**config.mk**
```make
export PLATFORM = sky130hd
export DESIGN_NAME = msdap_piso_nch
export DESIGN_NICKNAME = d
export VERILOG_FILES = /design/src/rtl/msdap_piso_nch.sv
export SDC_FILE = /design/constraint.sdc
export NUM_CORES = 1
export LEC_CHECK = 0
export CORE_UTILIZATION = 45
export CTS_CLUSTER_SIZE = 28
export DETAILED_ROUTE_END_ITERATION = 7
export PLACE_DENSITY = 0.77
export SYNTH_ARGS = -nofsm -noshare
export SYNTH_HDL_FRONTEND = slang
export SYNTH_SLANG_ARGS = --single-unit
```
**constraint.sdc**
```tcl
create_clock -name Sclk -period 2.69 [get_ports Sclk]
set_clock_uncertainty 0.15 [all_clocks]
set_input_delay 0.807 -clock Sclk [delete_from_list [all_inputs] [get_ports Sclk]]
set_output_delay 0.807 -clock Sclk [all_outputs]
set_load 0.02 [all_outputs]
```
**src/rtl/msdap_piso_nch.sv**
```systemverilog
// Double-buffered parallel-to-serial converter for the MSDAP output path.
// It shifts all NCH channels out together, one serial line per channel.
module msdap_piso_nch #(
  parameter int WIDTH     = 40,
  parameter int NCH       = 2,
  parameter bit MSB_FIRST = 1'b1
) (
  input  logic                 Sclk,
  input  logic                 Clear,
  input  logic                 p2s_en,
  input  logic                 Frame,
  input  logic [NCH*WIDTH-1:0] Shift_done,
  output logic [NCH-1:0]       SerialOut,
  output logic                 OutReady,
  output logic                 BufFull,
  output logic                 Overrun,
  output logic                 Underrun
);

  // state | meaning
  // IDLE  | no word on the lines, SerialOut/OutReady low
  // SHIFT | a word is being shifted out, cnt_q = index of bit on the lines
  typedef enum logic {IDLE, SHIFT} state_t;

  localparam int CW = $clog2(WIDTH);

  state_t               state_q;
  logic [NCH*WIDTH-1:0] shadow_q;
  logic                 shadow_valid_q;
  logic [NCH*WIDTH-1:0] shift_q;
  logic [CW-1:0]        cnt_q;
  logic [NCH-1:0]       serial_q;
  logic                 out_ready_q;
  logic                 overrun_q;
  logic                 underrun_q;

  logic                 frame_slot;
  logic                 start;
  logic                 underrun_d;
  logic                 overrun_d;
  logic [CW-1:0]        nxt_idx;
  logic [NCH-1:0]       first_bits;
  logic [NCH-1:0]       next_bits;

  always_comb begin
    frame_slot = Frame && ((state_q == IDLE) || (cnt_q == '0));
    start      = frame_slot && shadow_valid_q;
    underrun_d = frame_slot && !shadow_valid_q;
    overrun_d  = p2s_en && shadow_valid_q && !start;
    // cnt_q counts down in both orders; LSB-first maps it to WIDTH-cnt_q
    // (modulo arithmetic keeps this right for power-of-two WIDTH too).
    nxt_idx    = MSB_FIRST ? (cnt_q - CW'(1)) : (CW'(WIDTH) - cnt_q);
  end

  for (genvar c = 0; c < NCH; c++) begin : g_ch
    logic [WIDTH-1:0] shd_w;
    logic [WIDTH-1:0] shf_w;
    assign shd_w         = shadow_q[c*WIDTH +: WIDTH];
    assign shf_w         = shift_q[c*WIDTH +: WIDTH];
    assign first_bits[c] = MSB_FIRST ? shd_w[WIDTH-1] : shd_w[0];
    assign next_bits[c]  = shf_w[nxt_idx];
  end

  always_ff @(posedge Sclk) begin
    if (Clear) begin
      state_q        <= IDLE;
      shadow_q       <= '0;
      shadow_valid_q <= 1'b0;
      shift_q        <= '0;
      cnt_q          <= '0;
      serial_q       <= '0;
      out_ready_q    <= 1'b0;
      overrun_q      <= 1'b0;
      underrun_q     <= 1'b0;
    end else begin
      overrun_q  <= overrun_d;
      underrun_q <= underrun_d;

      if (p2s_en) begin
        shadow_q       <= Shift_done;
        shadow_valid_q <= 1'b1;
      end else if (start) begin
        shadow_valid_q <= 1'b0;
      end

      if (start) begin
        shift_q     <= shadow_q;
        serial_q    <= first_bits;
        out_ready_q <= 1'b1;
        cnt_q       <= CW'(WIDTH - 1);
        state_q     <= SHIFT;
      end else if ((state_q == SHIFT) && (cnt_q != '0)) begin
        serial_q <= next_bits;
        cnt_q    <= cnt_q - CW'(1);
      end else begin
        state_q     <= IDLE;
        serial_q    <= '0;
        out_ready_q <= 1'b0;
      end
    end
  end

  assign SerialOut = serial_q;
  assign OutReady  = out_ready_q;
  assign BufFull   = shadow_valid_q;
  assign Overrun   = overrun_q;
  assign Underrun  = underrun_q;

endmodule

```
Word-level counts from Yosys, hierarchy flattened. Cells that the tools add are included.

Multiplexer cells: 12. Bitwise logic cells: 1. Div/mod/pow operators: 0. Order comparisons: 1. Multiply operators: 0. Eq/ne operators: 1. Reduce and logical (&&, ||, !) cells: 14. Shift operators: 0. Add/sub/neg operators: 1.

Operator list (number): $bmux 1 s6 (2); $mux 6 (2); $lt 6x7->1 const B (1); $logic_and 1x1->1 (6); $logic_not 6->1 (1); $mux 1 (6); $reduce_bool 6->1 (1); $sub 6x1->6 const B (1); $mux 2 (2); $reduce_bool 2->1 (2); $logic_not 1->1 (2); $ne 2x2->1 const B (1); $reduce_or 2->1 (1); $logic_or 1x1->1 (1); $not 1->1 (1).

Word-level logic and storage cells: 39. Bits in registers: 172. Memories kept: 0. Bits in writable memories: 0. Output and inout port bits: 6. ROM bits: 0. Bits in latches: 0.

Depth between registers and ports, before layout.
Word-level depth: 6. Depth in mapped cells: 10. Depth with buffers taken out: 8.

Worst setup path before layout. Ideal clock, no wire load.

Kind: reg-to-reg. From: register cnt_q[0]. To: register serial_q[0], in the netlist SerialOut[0]. Path slack: 7 ps. Stages on the path, launching flop included: 11. Required time: 2420 ps. Arrival: 2413 ps. Cells stage by stage: dfxtp_1 > clkbuf_1 > inv_1 > ha_1 > xor2_1 > buf_6 > mux4_2 > mux2_2 > nand3_1 > a31oi_1 > o31a_1.

Cells in the longest elaborated chain, start to end: 5. Elaborated cells between the ends (all ways): 11.

RTL lines: start: declaration (line 31) `logic [CW-1:0] cnt_q;`; start signal: assignment (line 90) `cnt_q <= CW'(WIDTH - 1);`; start signal: assignment (line 94) `cnt_q <= cnt_q - CW'(1);`; $sub 6x1->6 or $logic_not 6->1 (tied branches) (line 52, 46); $bmux 1 s6 or $logic_or 1x1->1 (tied branches) (line 61, 46); $mux 1 (implied by the code) or $logic_and 1x1->1 (tied branches) (line 61, 46); $mux 2 or $logic_and 1x1->1 (tied branches) (line 92, 47); $mux 2 * (line 86) `if (start) begin`; end signal: assignment (line 88) `serial_q <= first_bits;`; end signal: assignment (line 93) `serial_q <= next_bits;`; end: declaration (line 32) `logic [NCH-1:0] serial_q;`.

Every way passes the cells marked *; elsewhere a longest branch is shown, timed or not. The select of a mux whose other input is x is not followed. A chain may end at the register's enable or synchronous reset.

Final worst setup path.
From: register out_ready_q, in the netlist OutReady. To: output port OutReady.

RTL lines: start: declaration (line 33) `logic out_ready_q;`; start signal: assignment (line 72) `out_ready_q <= 1'b0;`; start signal: assignment (line 89) `out_ready_q <= 1'b1;`; start signal: assignment (line 98) `out_ready_q <= 1'b0;`; end: declaration (line 14) `output logic OutReady,`.

No word-level cell between the ends.

==> results_dict.tcl <==
set metrics [dict create \
    clock_sinks 172 \
    layout-drive-gt1-share 0.281 \
    fp.coreArea_um2 16000 \
    yosysMostFrequentCell "dfxtp_1" \
    fin_crit_ps 2500 \
    synth_top_area_share 0.464 \
    crit_required_ps 1730 \
    crit_type "reg2out" \
    clk_path_buf_depth 2 \
    synth_ff_type "dfxtp_1" \
    yosys-top-cells-area "dfxtp_1, mux2i_1, a21oi_2, nand2_2, nor2_1" \
    wire_per_inst_um 14.5 \
    ys_types 43 \
    io_pins 90 \
    yosysSeqAreaShare 0.464 \
    cp_cell_sequence "clkdlybuf4s50_1" \
    netlist_area_um2 7430 \
    clk_pin_slew_ps 60 \
    postCtsSetupBuffers 0 \
    grt_max_degree 58 \
    hold_path_class "reg2reg" \
    r2r_start "cnt_q[0]" \
    p_leak_nw 3.44 \
    syn_avg_cell_area_um2 10.0 \
    critical_path_buf_inv_count 1 \
    min_to "shift_q[26]" \
    r2r-end "shift_q[51]" \
    synth_edf_count 0 \
    die-area_um2 17000 \
    placed_area_um2 8490 \
    antenna_found_initial 0 \
    cts_inserted_buffers 17 \
    port_buffers 89 \
    hpwl_mm 10.2 \
    rows 46 \
    async_flop_share 0 \
    grt_pass1_wl_mm 25.4 \
    area_growth_pct 22.2 \
    synth_top_area_cell "dfxtp_1" \
    fillers 1423 \
    yosysWarnings 0 \
    clock-root-buffer "clkbuf_16" \
    antennaDiodeCount 0 \
    synth_seq_cells 172 \
    worst_pin_slew_ps 471 \
    grt_util_all_layers 0.194 \
    dr.pass1.iters 4 \
    syn-num-nets 827 \
    syn_inst 741 \
    final_max_slew_viol_count 0 \
    vias_per_cell 5.03 \
    cts_hold_buf 0 \
    crit_path_start_kind "register" \
    hold_violations 0 \
    run_status "finished clean" \
    worstSetupEndpointType "primary output" \
    drt_iter0_drc 268 \
    drc 0 \
    cap_violations 0 \
    clock_latency_ps 430 \
    timing.fmax_mhz 400 \
    crit_path_top_delay_cell "clkdlybuf4s50_1" \
    rsz0062_at_grt "no" \
    initial_utilization 0.464 \
    cpPeakStageDelay_ps 660 \
    finalSetupViolCount 0 \
    slew_headroom 0.686 \
    tns_ps 0 \
    vias 5262 \
    ant_nets 0 \
    fp.dieW_um 130 \
    fin_crit_sh 0.928 \
    finalInstanceArea_um2 9080 \
    worst-r2r-setup-slack_ps 270 \
    place.gp.congestion 0.865 \
    ys_top_cells_by_count "dfxtp_1, mux2i_1, nor2_1, nand2_1" \
    wl_mm 15.2 \
    rr_worst_depth 8 \
    worstHoldStart "shadow_q[26]" \
    fin_nets 903 \
    cp_max_fo 4 \
    htreeDepth 4 \
    overflow 0 \
    peakVddDrop_uv 510 \
    cp.arrival_ps 1540 \
    ctsResizeCount 0 \
    p_per_area_nw_per_um2 659 \
    fp.dieH_um 130 \
    min_path_cells 2 \
    critical_path.top_delay_family "buffers and inverters" \
    grt_pass1_vias 5139 \
    cts_tree "built" \
]
[power by group]
group | switching [mW] | leakage, nW | internal (mW)
combinational | 0.402 | 1.75 | 0.398
sequential | 0.0818 | 1.41 | 2.65
clock | 1.06 | 0.281 | 1.38
total | 1.55 | 3.44 | 4.43
[layer usage]
| layer | vias to the layer above | global-route usage | wire (um) |
|---|---|---|---|
| met5 | - | 0 | 0 |
| met4 | 0 | 0.0690 | 212 |
| met3 | 20 | 0.0415 | 687 |
| met2 | 118 | 0.301 | 6820 |
| met1 | 2474 | 0.265 | 7460 |
| li1 | 2650 | - | - |
[worst min-delay path, delay by kind of cell, from the launching register on]
family           cells  cell delay, ps
flip-flops           1             320
AND/OR/NAND/NOR      1              60
AO/OA/AOI/OAI        1              40
[worst max-delay path by stage]
stage	to	cells past startpoint	slack (ps)	from
6_report	OutReady	1	190	OutReady
4_1_cts	OutReady	1	170	OutReady
3_5_place_dp	shift_q[51]	5	200	Frame
5_1_grt	shift_q[56]	8	140	cnt_q[0]
3_3_place_gp	shift_q[41]	5	290	Frame
2_1_floorplan	SerialOut[0]	10	7	cnt_q[0]
[cell usage in the layout, fill, tap and decap left out, drive strengths merged, types with 3 or more instances in the layout]
cell type / netlist / final
mux4: 12 / 12
mux2i: 100 / 100
xnor2: 3 / 3
a22oi: 4 / 4
nor2: 91 / 91
clkdlybuf4s50: 0 / 87
a21oi: 85 / 85
o21ai: 6 / 6
dfxtp: 172 / 172
buf: 21 / 25
a31oi: 3 / 3
nor3: 7 / 7
clkinv: 0 / 5
nand2: 164 / 164
clkinvlp: 0 / 3
inv: 3 / 8
nand3: 4 / 4
a221oi: 4 / 4
xor2: 3 / 3
clkbuf: 34 / 17
and3: 3 / 3
[through the flow]
stage                     cells  worst slack (ps)  power (mW)   util  hold slack (ps)
final                      1046               192        5.98  0.567              303
after global routing       1046               143        6.22  0.567              313
after CTS                  1046               168        6.03  0.567              305
after detailed placement   1014               204        3.59  0.531              297
after global placement     1014               292        3.58  0.531              291
after floorplan             741              7.08        3.31      -              283
[flip-flops by register name (all words and copies together) (netlist names)]
| register | count |
|---|---|
| shift_q | 80 |
| shadow_q | 80 |
| BufFull | 1 |
| Overrun | 1 |
| cnt_q | 6 |
| Underrun | 1 |
| OutReady | 1 |
| SerialOut | 2 |
[layout make-up]
type / instances / area (um2) / area share
inverter: 3 / 11.3 / 0.00124
tap: 216 / 270 / 0.0298
clock inverter: 15 / 163 / 0.0179
sequential: 172 / 3440 / 0.379
clock buffer: 17 / 425 / 0.0469
multi-input combinational: 511 / 3620 / 0.398
timing repair buffer: 112 / 1150 / 0.127
[cell families (layout without fill, tap and decap cells)]
family / count (synthesis) / count (layout) / share of synthesized area
flops: 172 / 172 / 0.464
compound gates: 113 / 113 / 0.127
mux: 114 / 114 / 0.174
fa+ha+maj: 2 / 2 / 0.00337
xor+xnor: 6 / 6 / 0.00708
simple gates: 276 / 276 / 0.174
buf+inv: 58 / 147 / 0.0512
(Power assumes the default switching activity.)
